File: src/rtl/sdram_bus_pkg.sv
// Shared definitions for the SDRAM BIST master: bus strobe encodings, the
// controller state type and the test pattern generator.
package sdram_bus_pkg;

    localparam logic [3:0] WSTRB_WRITE = 4'hF;
    localparam logic [3:0] WSTRB_READ  = 4'h0;

    typedef enum logic [1:0] {
        IDLE   = 2'd0,
        WR_REQ = 2'd1,
        RD_REQ = 2'd2,
        DONE   = 2'd3
    } bist_state_e;

    // Word index in the upper half, its complement in the lower half, so
    // every address line and both polarities of each data bit get exercised.
    function automatic logic [31:0] bist_pattern(input logic [15:0] k,
                                                 input logic [31:0] seed,
                                                 input logic        pass);
        logic [31:0] p;
        p = {k, ~k} ^ seed;
        return pass ? ~p : p;
    endfunction

endpackage

File: src/rtl/sdram_bist_if.sv
// Valid/ready request bus between the BIST master and sys_sdram.
interface sdram_bist_if;
    logic        o_sys_data_valid;
    logic        i_sys_sdram_ready;
    logic [31:0] o_sys_addr;
    logic [31:0] o_sys_data_to_sdram;
    logic [3:0]  o_sys_write_str;
    logic [31:0] i_sys_data_from_sdram;

    modport master (
        output o_sys_data_valid, o_sys_addr, o_sys_data_to_sdram, o_sys_write_str,
        input  i_sys_sdram_ready, i_sys_data_from_sdram
    );

    modport slave (
        input  o_sys_data_valid, o_sys_addr, o_sys_data_to_sdram, o_sys_write_str,
        output i_sys_sdram_ready, i_sys_data_from_sdram
    );
endinterface

File: src/rtl/bist_timeout_cnt.sv
// Per-request wait counter; expired_o rises in the TIMEOUT-th cycle of an
// outstanding request and holds until the next clear.
module bist_timeout_cnt #(
    parameter int unsigned TIMEOUT = 4096
) (
    input  logic clk_i,
    input  logic rst_i,
    input  logic clear_i,
    input  logic en_i,
    output logic expired_o
);
    localparam int unsigned CW = (TIMEOUT > 1) ? $clog2(TIMEOUT) : 1;
    localparam logic [CW-1:0] LAST = CW'(TIMEOUT - 1);

    logic [CW-1:0] cnt_q, cnt_d;

    assign expired_o = (cnt_q == LAST);

    always_comb begin
        cnt_d = cnt_q;
        if (clear_i) begin
            cnt_d = '0;
        end else if (en_i && !expired_o) begin
            cnt_d = cnt_q + 1'b1;
        end
    end

    always_ff @(posedge clk_i) begin
        if (rst_i) begin
            cnt_q <= '0;
        end else begin
            cnt_q <= cnt_d;
        end
    end
endmodule

File: src/rtl/sdram_bist.sv
// SDRAM built-in self-test master: two write/read-compare passes over a word
// region, reporting pass/fail, error count, first failure and bus timeout.
module sdram_bist
    import sdram_bus_pkg::*;
#(
    parameter logic [31:0] ADDR_BASE = 32'h0000_0000,
    parameter int unsigned NUM_WORDS = 1024,
    parameter int unsigned TIMEOUT   = 4096
) (
    input  logic                i_clk,
    input  logic                i_rst,
    input  logic                i_start,
    input  logic [31:0]         i_seed,
    sdram_bist_if.master        sys_bus,
    output logic                o_busy,
    output logic                o_done,
    output logic                o_pass,
    output logic                o_timeout,
    output logic [15:0]         o_err_count,
    output logic [31:0]         o_fail_addr,
    output logic [31:0]         o_fail_data
);
    localparam logic [23:0] LAST_K = 24'(NUM_WORDS - 1);

    bist_state_e state_q, state_d;
    logic [23:0] k_q, k_d;
    logic        pass_q, pass_d;
    logic [31:0] seed_q, seed_d;
    logic        valid_q, valid_d;
    logic [31:0] addr_q, addr_d;
    logic [31:0] wdata_q, wdata_d;
    logic [3:0]  str_q, str_d;
    logic [15:0] err_q, err_d;
    logic [31:0] fail_addr_q, fail_addr_d;
    logic [31:0] fail_data_q, fail_data_d;
    logic        ok_q, ok_d;
    logic        timeout_q, timeout_d;

    logic        tmr_clear;
    logic        tmr_expired;
    logic        hit;
    logic        last_word;
    logic [31:0] exp_word;

    assign hit       = valid_q && sys_bus.i_sys_sdram_ready;
    assign last_word = (k_q == LAST_K);
    assign exp_word  = bist_pattern(k_q[15:0], seed_q, pass_q);

    bist_timeout_cnt #(.TIMEOUT(TIMEOUT)) u_tmr (
        .clk_i    (i_clk),
        .rst_i    (i_rst),
        .clear_i  (tmr_clear),
        .en_i     (valid_q),
        .expired_o(tmr_expired)
    );

    always_comb begin
        state_d     = state_q;
        k_d         = k_q;
        pass_d      = pass_q;
        seed_d      = seed_q;
        valid_d     = valid_q;
        addr_d      = addr_q;
        wdata_d     = wdata_q;
        str_d       = str_q;
        err_d       = err_q;
        fail_addr_d = fail_addr_q;
        fail_data_d = fail_data_q;
        ok_d        = ok_q;
        timeout_d   = timeout_q;
        tmr_clear   = 1'b0;

        unique case (state_q)
            IDLE: begin
                if (i_start) begin
                    seed_d      = i_seed;
                    ok_d        = 1'b0;
                    timeout_d   = 1'b0;
                    err_d       = '0;
                    fail_addr_d = '0;
                    fail_data_d = '0;
                    k_d         = '0;
                    pass_d      = 1'b0;
                    state_d     = WR_REQ;
                end
            end
            WR_REQ, RD_REQ: begin
                // valid_q low here is the mandatory idle cycle between requests
                if (!valid_q) begin
                    valid_d   = 1'b1;
                    addr_d    = ADDR_BASE + {6'b0, k_q, 2'b00};
                    wdata_d   = (state_q == WR_REQ) ? exp_word : 32'h0;
                    str_d     = (state_q == WR_REQ) ? WSTRB_WRITE : WSTRB_READ;
                    tmr_clear = 1'b1;
                end else if (hit) begin
                    valid_d = 1'b0;
                    if (state_q == RD_REQ &&
                        sys_bus.i_sys_data_from_sdram != exp_word) begin
                        if (err_q == '0) begin
                            fail_addr_d = addr_q;
                            fail_data_d = sys_bus.i_sys_data_from_sdram;
                        end
                        if (err_q != 16'hFFFF) begin
                            err_d = err_q + 16'd1;
                        end
                    end
                    if (last_word) begin
                        k_d = '0;
                        if (state_q == WR_REQ) begin
                            state_d = RD_REQ;
                        end else if (!pass_q) begin
                            pass_d  = 1'b1;
                            state_d = WR_REQ;
                        end else begin
                            ok_d    = (err_d == '0);
                            state_d = DONE;
                        end
                    end else begin
                        k_d = k_q + 24'd1;
                    end
                end else if (tmr_expired) begin
                    valid_d   = 1'b0;
                    timeout_d = 1'b1;
                    ok_d      = 1'b0;
                    state_d   = DONE;
                end
            end
            DONE: begin
                state_d = IDLE;
            end
            default: begin
                state_d = IDLE;
            end
        endcase
    end

    always_ff @(posedge i_clk) begin
        if (i_rst) begin
            state_q     <= IDLE;
            k_q         <= '0;
            pass_q      <= 1'b0;
            seed_q      <= '0;
            valid_q     <= 1'b0;
            addr_q      <= '0;
            wdata_q     <= '0;
            str_q       <= '0;
            err_q       <= '0;
            fail_addr_q <= '0;
            fail_data_q <= '0;
            ok_q        <= 1'b0;
            timeout_q   <= 1'b0;
        end else begin
            state_q     <= state_d;
            k_q         <= k_d;
            pass_q      <= pass_d;
            seed_q      <= seed_d;
            valid_q     <= valid_d;
            addr_q      <= addr_d;
            wdata_q     <= wdata_d;
            str_q       <= str_d;
            err_q       <= err_d;
            fail_addr_q <= fail_addr_d;
            fail_data_q <= fail_data_d;
            ok_q        <= ok_d;
            timeout_q   <= timeout_d;
        end
    end

    assign sys_bus.o_sys_data_valid    = valid_q;
    assign sys_bus.o_sys_addr          = addr_q;
    assign sys_bus.o_sys_data_to_sdram = wdata_q;
    assign sys_bus.o_sys_write_str     = str_q;

    assign o_busy      = (state_q == WR_REQ) || (state_q == RD_REQ);
    assign o_done      = (state_q == DONE);
    assign o_pass      = ok_q;
    assign o_timeout   = timeout_q;
    assign o_err_count = err_q;
    assign o_fail_addr = fail_addr_q;
    assign o_fail_data = fail_data_q;
endmodule

File: src/flat_wrapper.sv
// flat-port wrapper written by rule: the top's interface ports become plain ports
module sdram_bist_flat import sdram_bus_pkg::*;
#(
    parameter logic [31:0] ADDR_BASE = 32'h0000_0000,
    parameter int unsigned NUM_WORDS = 1024,
    parameter int unsigned TIMEOUT   = 4096
)
  (i_clk, i_rst, i_start, i_seed, o_busy, o_done, o_pass, o_timeout, o_err_count, o_fail_addr, o_fail_data, sys_bus_o_sys_data_valid, sys_bus_o_sys_addr, sys_bus_o_sys_data_to_sdram, sys_bus_o_sys_write_str, sys_bus_i_sys_sdram_ready, sys_bus_i_sys_data_from_sdram);
  sdram_bist_if sys_bus_i ();
  input  logic i_clk;
  input  logic i_rst;
  input  logic i_start;
  input  logic [31:0] i_seed;
  output logic o_busy;
  output logic o_done;
  output logic o_pass;
  output logic o_timeout;
  output logic [15:0] o_err_count;
  output logic [31:0] o_fail_addr;
  output logic [31:0] o_fail_data;
  output wire logic [$bits(sys_bus_i.o_sys_data_valid)-1:0] sys_bus_o_sys_data_valid;
  output wire logic [$bits(sys_bus_i.o_sys_addr)-1:0] sys_bus_o_sys_addr;
  output wire logic [$bits(sys_bus_i.o_sys_data_to_sdram)-1:0] sys_bus_o_sys_data_to_sdram;
  output wire logic [$bits(sys_bus_i.o_sys_write_str)-1:0] sys_bus_o_sys_write_str;
  input wire logic [$bits(sys_bus_i.i_sys_sdram_ready)-1:0] sys_bus_i_sys_sdram_ready;
  input wire logic [$bits(sys_bus_i.i_sys_data_from_sdram)-1:0] sys_bus_i_sys_data_from_sdram;
  assign sys_bus_o_sys_data_valid = sys_bus_i.o_sys_data_valid;
  assign sys_bus_o_sys_addr = sys_bus_i.o_sys_addr;
  assign sys_bus_o_sys_data_to_sdram = sys_bus_i.o_sys_data_to_sdram;
  assign sys_bus_o_sys_write_str = sys_bus_i.o_sys_write_str;
  assign sys_bus_i.i_sys_sdram_ready = sys_bus_i_sys_sdram_ready;
  assign sys_bus_i.i_sys_data_from_sdram = sys_bus_i_sys_data_from_sdram;
  sdram_bist #(.ADDR_BASE(ADDR_BASE), .NUM_WORDS(NUM_WORDS), .TIMEOUT(TIMEOUT)) u_core (.i_clk(i_clk), .i_rst(i_rst), .i_start(i_start), .i_seed(i_seed), .sys_bus(sys_bus_i), .o_busy(o_busy), .o_done(o_done), .o_pass(o_pass), .o_timeout(o_timeout), .o_err_count(o_err_count), .o_fail_addr(o_fail_addr), .o_fail_data(o_fail_data));
endmodule
File: config.mk
export PLATFORM = sky130hd
export DESIGN_NAME = sdram_bist_flat
export DESIGN_NICKNAME = d
export VERILOG_FILES = /design/src/rtl/sdram_bus_pkg.sv /design/src/rtl/sdram_bist_if.sv /design/src/rtl/bist_timeout_cnt.sv /design/src/rtl/sdram_bist.sv /design/src/flat_wrapper.sv
export SDC_FILE = /design/constraint.sdc
export NUM_CORES = 1
export LEC_CHECK = 0
export CAP_MARGIN = 40
export CORE_AREA = 2 2 141 143
export DETAILED_ROUTE_END_ITERATION = 8
export DIE_AREA = 0 0 143 145
export MAX_ROUTING_LAYER = met4
export PLACE_DENSITY = 0.78
export SLEW_MARGIN = 20
export SYNTH_ARGS = -nofsm -noshare
export SYNTH_HDL_FRONTEND = slang
export SYNTH_SLANG_ARGS = --single-unit
File: constraint.sdc
create_clock -name i_clk -period 3.05 [get_ports i_clk]
set_clock_uncertainty 0.05 [all_clocks]
set_input_delay 0.4575 -clock i_clk [delete_from_list [all_inputs] [get_ports i_clk]]
set_output_delay 0.4575 -clock i_clk [all_outputs]
set_load 0.005 [all_outputs]
# ---- Word-level counts from Yosys, hierarchy flattened
# Index checks and enable logic that the tools add are counted.
# W data, S select, Z words.
dict set report op_classes {
  reduce_logical 19
  bitwise_logic 4
  eq_ne 20
  addsub 3
  n_mux 58
}
# cell n
set op_table {}
lappend op_table {{$mux W32} 11}
lappend op_table {{$mux W16} 8}
lappend op_table {{$pmux W32 S2} 2}
lappend op_table {{$mux W24} 4}
lappend op_table {{$pmux W24 S2} 1}
lappend op_table {{$logic_not A16 Y1} 2}
lappend op_table {{$ne A32 B32 Y1} 1}
lappend op_table {{$not A32 Y32} 1}
lappend op_table {{$pmux W16 S2} 1}
lappend op_table {{$xor A32 B32 Y32} 1}
lappend op_table {{$add A24 B1 Y24 const B} 1}
lappend op_table {{$eq A24 B10 Y1 const B} 1}
lappend op_table {{$mux W1} 19}
lappend op_table {{$add A16 B1 Y16 const B} 1}
lappend op_table {{$ne A16 B16 Y1 const B} 1}
lappend op_table {{$not A16 Y16} 1}
lappend op_table {{$mux W2} 7}
lappend op_table {{$add A12 B1 Y12 const B} 1}
lappend op_table {{$eq A12 B12 Y1 const B} 1}
lappend op_table {{$reduce_and A6 Y1} 2}
lappend op_table {{$ne A2 B1 Y1 const B} 5}
lappend op_table {{$ne A2 B2 Y1 const B} 4}
lappend op_table {{$reduce_and A4 Y1} 2}
lappend op_table {{$reduce_and A7 Y1} 1}
lappend op_table {{other kinds (16)} 25}
dict set report word_totals {
  register_bits 214
  wordCells 118
  input_bits 68
}

# ---- Depth between registers and ports, before layout
dict set report depth {
  word_depth 17
  ltp_mapped 14
}

# ---- Modules after synthesis
# A second synthesis with hierarchy kept.
dict set report hier_totals {
  hier_cells 1218
  hier_area_um2 9983.3
}
# module instances area_each_um2 seq_area_each_um2 cells_each
set modules_own_cells {}
lappend modules_own_cells {sdram_bist 1 9365.2 3823.7 1145}
lappend modules_own_cells {bist_timeout_cnt 1 618.1 240.2 73}

# ---- Worst setup path after synthesis
# OpenSTA, ideal clock, no wires.
dict set report synth_timing {
  kind {register -> register}
  from {register u_core.u_tmr.cnt_q[0]}
  to {register u_core.ok_q, in the netlist u_core.o_pass}
  arrival_time_ns 2.669
  period_less_slack_ns 2.788
  path_stages_with_launch 11
  setup_ns 0.069
  required_time_ns 2.931
  slack_ns 0.262
  path_cell_list {dfxtp_1 -> ha_1 -> nand2_1 -> or4_1 -> nand2b_1 -> a31oi_1 -> nor4bb_1 -> nand2_1 -> or3b_1 -> a221o_1 -> o21ai_1}
}
dict set report synth_via {
  elab_chain_len 3
}
# item line
set synth_lines {}
lappend synth_lines {{start, declared} bist_timeout_cnt.sv:15} ;# logic [CW-1:0] cnt_q, cnt_d;
lappend synth_lines {{start signal, assigned} bist_timeout_cnt.sv:32} ;# cnt_q <= cnt_d;
lappend synth_lines {{$eq A12 B12 Y1} bist_timeout_cnt.sv:17} ;# assign expired_o = (cnt_q == LAST);
lappend synth_lines {{$ne A3 B2 Y1 (no source line)} -}
lappend synth_lines {{$reduce_and A7 Y1 (no source line)} -}
lappend synth_lines {{end signal, assigned} sdram_bist.sv:164} ;# ok_q <= ok_d;
lappend synth_lines {{end, declared} sdram_bist.sv:36} ;# logic ok_q, ok_d;
# No other way between the ends.
# A chain may end at the register's enable or synchronous reset.

# ---- Worst setup path in the final report
dict set report layout_timing {
  from {register u_core.pass_q}
  to {register u_core.ok_q, in the netlist u_core.o_pass}
}
dict set report layout_via {
  elab_chain_len 14
  word_cells_on_any_way 16
}
# item line
set layout_lines {}
lappend layout_lines {{start, declared} sdram_bist.sv:27} ;# logic pass_q, pass_d;
lappend layout_lines {{start signal, assigned} sdram_bist.sv:155} ;# pass_q <= pass_d;
lappend layout_lines {{$mux W32} sdram_bus_pkg.sv:22} ;# return pass ? ~p : p;
lappend layout_lines {{$ne A32 B32 Y1} sdram_bist.sv:98} ;# sys_bus.i_sys_data_from_sdram != exp_word) begin
lappend layout_lines {{$logic_and A1 B1 Y1} sdram_bist.sv:97} ;# if (state_q == RD_REQ &&
lappend layout_lines {{$mux W16} sdram_bist.sv:97}
lappend layout_lines {{$mux W16} sdram_bist.sv:95} ;# end else if (hit) begin
lappend layout_lines {{$mux W16} sdram_bist.sv:89} ;# if (!valid_q) begin
lappend layout_lines {{$mux W16} sdram_bist.sv:73} ;# unique case (state_q)
lappend layout_lines {{$logic_not A16 Y1} sdram_bist.sv:115} ;# ok_d = (err_d == '0);
lappend layout_lines {{$mux W1} sdram_bist.sv:111} ;# end else if (!pass_q) begin
lappend layout_lines {{$mux W1} sdram_bist.sv:109} ;# if (state_q == WR_REQ) begin
lappend layout_lines {{$mux W1} sdram_bist.sv:107} ;# if (last_word) begin
lappend layout_lines {{$mux W1} sdram_bist.sv:95}
lappend layout_lines {{$mux W1} sdram_bist.sv:89}
lappend layout_lines {{$pmux W1 S2} sdram_bist.sv:73}
# Several ways; a longest one is shown, not always the timed one. The select of a mux whose other input is x is not followed.

==> summary.md <==
| Metric | Value |
|---|---|
| # Max-Cap Violations | `0` |
| Clock Latency Late Sink | `0.50 ns` |
| Total gr overflow | `0` |
| Total Wirelength | `30.40 mm` |
| Routed WL per cell | `17.85 µm` |
| PD cells | `633.8 mW/mm²` |
| Distinct cells, synth | `68` |
| Residual DRC | `0` |
| Critical Path Fanout Max | `7` |
| Min-delay worst type | `input port to flip-flop` |
| CTS buffer count | `21` |
| Core area | `0.01921 mm²` |
| R2R depth | `11` |
| Initial core utilization | `0.5032` |
| Global-route wire length before repair | `46.86 mm` |
| # nets final | `1501` |
| HP Start | `i_rst` |
| Max-slew violation count | `0` |
| Sequential Area | `0.004068 mm²` |
| Crit-path cells | `buf_4 -> xor2_2 -> and3_1 -> a21oi_1 -> nand4_1 -> nor4b_4 -> and2_4 -> nor2_2 -> or3_1 -> a221o_1 -> o21ai_1` |
| Tcrit/Tclk final | `0.9755` |
| Clock root buffer | `clkbuf_16` |
| Largest net degree at the start of global routing | `60` |
| Post-synth top flop | `dfxtp_1` |
| Highest clock rate | `336.1 MHz` |
| R2R Setup Slk | `approximately 0.075 ns` |
| Area Overhead vs Synth | `39.19%` |
| CP max stage cell | `dfxtp_4` |
| Number of synthesized register bits | `~200` |
| Outcome | `finished, final reports clean` |
| Drt pass-1 iters | `5` |
| CTS tree | `yes` |
| Fraction of layout cells with a size suffix above 1 | `0.1322` |
| Finished Layout Cells | `1703` |
| Synth Area per Inst | `8.260 µm²` |
| Via density | `approximately 5.6` |
| # setup viols final | `0` |
| Startpoint Class | `flip-flop` |
| Hold EP | `u_core.o_fail_data[20]$_SDFFE_PP0P_` |
| Crit path launch | `u_core.pass_q$_SDFFE_PP0P_` |
| Hold-fix buffers, CTS | `0` |
| GPL Wtd Cong | `0.9247` |
| IO buf count | `204` |
| Total power | `8526 µW` |
| Leak | `0.005003 µW` |
| Crit Path Category | `flip-flop to flip-flop` |
| Worst hold slack | `0.3897 ns` |
| Largest area contributor in the netlist | `dfxtp_1` |
| Yosys top cell area share | `0.4205` |
| Worst-path clk slew | `~0.060 ns` |
| Nature of the critical path endpoint | `flip-flop` |
| # rows | `51` |
| Max_slew headroom | `0.5527` |
| Die X | `143 µm` |
| Arrival time worst endpoint | `3.35 ns` |
| Die Y-Extent | `145 µm` |
| Synth warn | `0` |
| Die area | `0.02074 mm²` |
| GRT Total Usage | `0.2855` |
| DRT iter0 DRCs | `772` |
| Fillers | `approximately 1500` |
| Syn Std Cell Area | `0.009664 mm²` |
| Antenna Violating Nets Remaining | `0` |
| Synth top area cells | `dfxtp_1 (42%), nand2_1 (7.2%), a21oi_1 (5.7%)` |
| FF-to-FF Start | `u_core.pass_q$_SDFFE_PP0P_` |
| Initial antenna violation count | `1` |
| Register area share after synthesis | `0.4205` |
| RSZ-0062 raised after global routing | `yes` |
| Cells after Synth | `roughly 1200` |
| DP Cell Count | `1660` |
| DP HPWL | `between 20 and 25 mm` |
| Req. time, crit path | `3.43 ns` |
| Shortest period the worst path allows | `just under 3 ns` |
| Vias in the first global route | `9077` |
| Final Hold Fails | `0` |
| H-tree Lvls | `1` |
| CTS max path bufs | `3` |
| Post-synth EDFFs | `0` |
| Worst IR Drop VDD | `0.4547 mV` |
| Worst R2R End | `u_core.o_pass$_SDFFE_PP0P_` |
| Critical path's top delay family | `simple AND/OR/NAND/NOR gates` |
| WP buf/inv | `1` |
| Worst Tran Pin Value | `0.6709 ns` |
| Hold depth | `2` |
| Clk sink count | `203` |
| Post-synth ARST share | `0` |
| Slowest stage delay, CP | `~0.45 ns` |
| Multi-input logic area | `0.005311 mm²` |
| Ports | `221` |
| Vias | `~9500` |
## sequential cells by signal, summed over array words and instances, names as in the netlist, 2 cells and up
name                                cells
u_core.u_tmr.cnt_q                     12
u_core.k_q                             24
u_core.sys_bus.o_sys_data_to_sdram     32
u_core.seed_q                          32
u_core.sys_bus.o_sys_addr              24
u_core.state_q                          2
u_core.o_fail_addr                     24
u_core.o_err_count                     16
u_core.o_fail_data                     32
## per-stage QoR
stage	setup WS [ns]	instance area [µm²]	TNS, ns	util
2_1_floorplan	0.2619	9721	0	-
3_3_place_gp	-0.5336	12490	-28.24	0.6505
3_5_place_dp	-0.5596	12490	-31.25	0.6505
4_1_cts	0.01628	13200	0	0.6873
5_1_grt	-0.08533	13450	-0.2586	0.7003
6_report	0.07473	13450	0	0.7003
## synthesized netlist by cell type, types with 22 or more instances
| master | number |
|---|---|
| o21ai_0 | 28 |
| a21oi_1 | 111 |
| xnor2_1 | 53 |
| dfxtp_1 | 203 |
| nor2_1 | 106 |
| clkbuf_1 | 63 |
| a22o_1 | 32 |
| nand3_1 | 42 |
| nand2_1 | 186 |
| nor3_1 | 24 |
| nand4_1 | 22 |
| a22oi_1 | 33 |
| xor2_1 | 52 |
## repair_timing
item	CTS	global route
buffers inserted	0	5
setup endpoints to repair	68	68
resized for setup	8	31
gates cloned	0	1
pin swaps	0	8
## worst max path at each step
stage / slack, ns / end / cells past startpoint
finish: 0.07 / u_core.o_pass$_SDFFE_PP0P_ / 11
global route: -0.09 / u_core.o_pass$_SDFFE_PP0P_ / 12
CTS: 0.02 / u_core.o_pass$_SDFFE_PP0P_ / 9
detailed placement: -0.56 / u_core.o_pass$_SDFFE_PP0P_ / 11
global placement: -0.53 / u_core.o_pass$_SDFFE_PP0P_ / 11
floorplan: 0.26 / u_core.o_pass$_SDFFE_PP0P_ / 10
## kinds of logic after synthesis
logic type | after synthesis | synth area share
AND/OR/NAND/NOR | 464 | 0.2223
AO/OA/AOI/OAI | 255 | 0.1680
flip-flops | 203 | 0.4205
buffers and inverters | 118 | 0.05748
XOR/XNOR | 114 | 0.1133
adder cells (fa/ha/maj) | 9 | 0.01165
multiplexers | 6 | 0.006344
other | 1 | 0.0003880
## cell usage in the layout (no fill, tap or decap), types with 27 or more instances in the layout
cell	synthesis	layout
a21oi_1	111	109
dfxtp_1	203	202
xnor2_1	53	49
clkdlybuf4s50_1	0	203
nand2_1	186	186
xor2_1	52	51
a22o_1	32	32
nor2_1	106	103
buf_4	19	102
nand3_1	42	42
o21ai_0	28	27
a22oi_1	33	32
## layer usage
layer | global-route usage | wire, µm
met5 | - | 0
met4 | 0.1015 | 1153
met3 | 0.03663 | 1994
met2 | 0.4756 | 14780
met1 | 0.3546 | 12470
## power breakdown
| part | switching (µW) | total (µW) | internal (µW) |
|---|---|---|---|
| clock | 1040 | 2500 | 1470 |
| combinational | 1760 | 3050 | 1290 |
| sequential | 159 | 2970 | 2810 |
## layout make-up
cell class / instances / area share
Multi-Input combinational cell: 864 / 0.3948
Sequential cell: 203 / 0.3024
Timing Repair Buffer: 317 / 0.2239
Clock buffer: 31 / 0.04558
Tap cell: 265 / 0.02465
Inverter: 17 / 0.004744
Clock inverter: 5 / 0.003721
Antenna cell: 1 / 0.0001860
## worst register-to-register path: cells and delay by family, from the launching register on
family / cells / cell delay, ns
buffers and inverters: 1 / 0.22
flip-flops: 1 / 0.45
AO/OA/AOI/OAI: 3 / 0.69
AND/OR/NAND/NOR: 6 / 1.38
XOR/XNOR: 1 / 0.13
No activity file was read; power rests on OpenSTA's default activity.
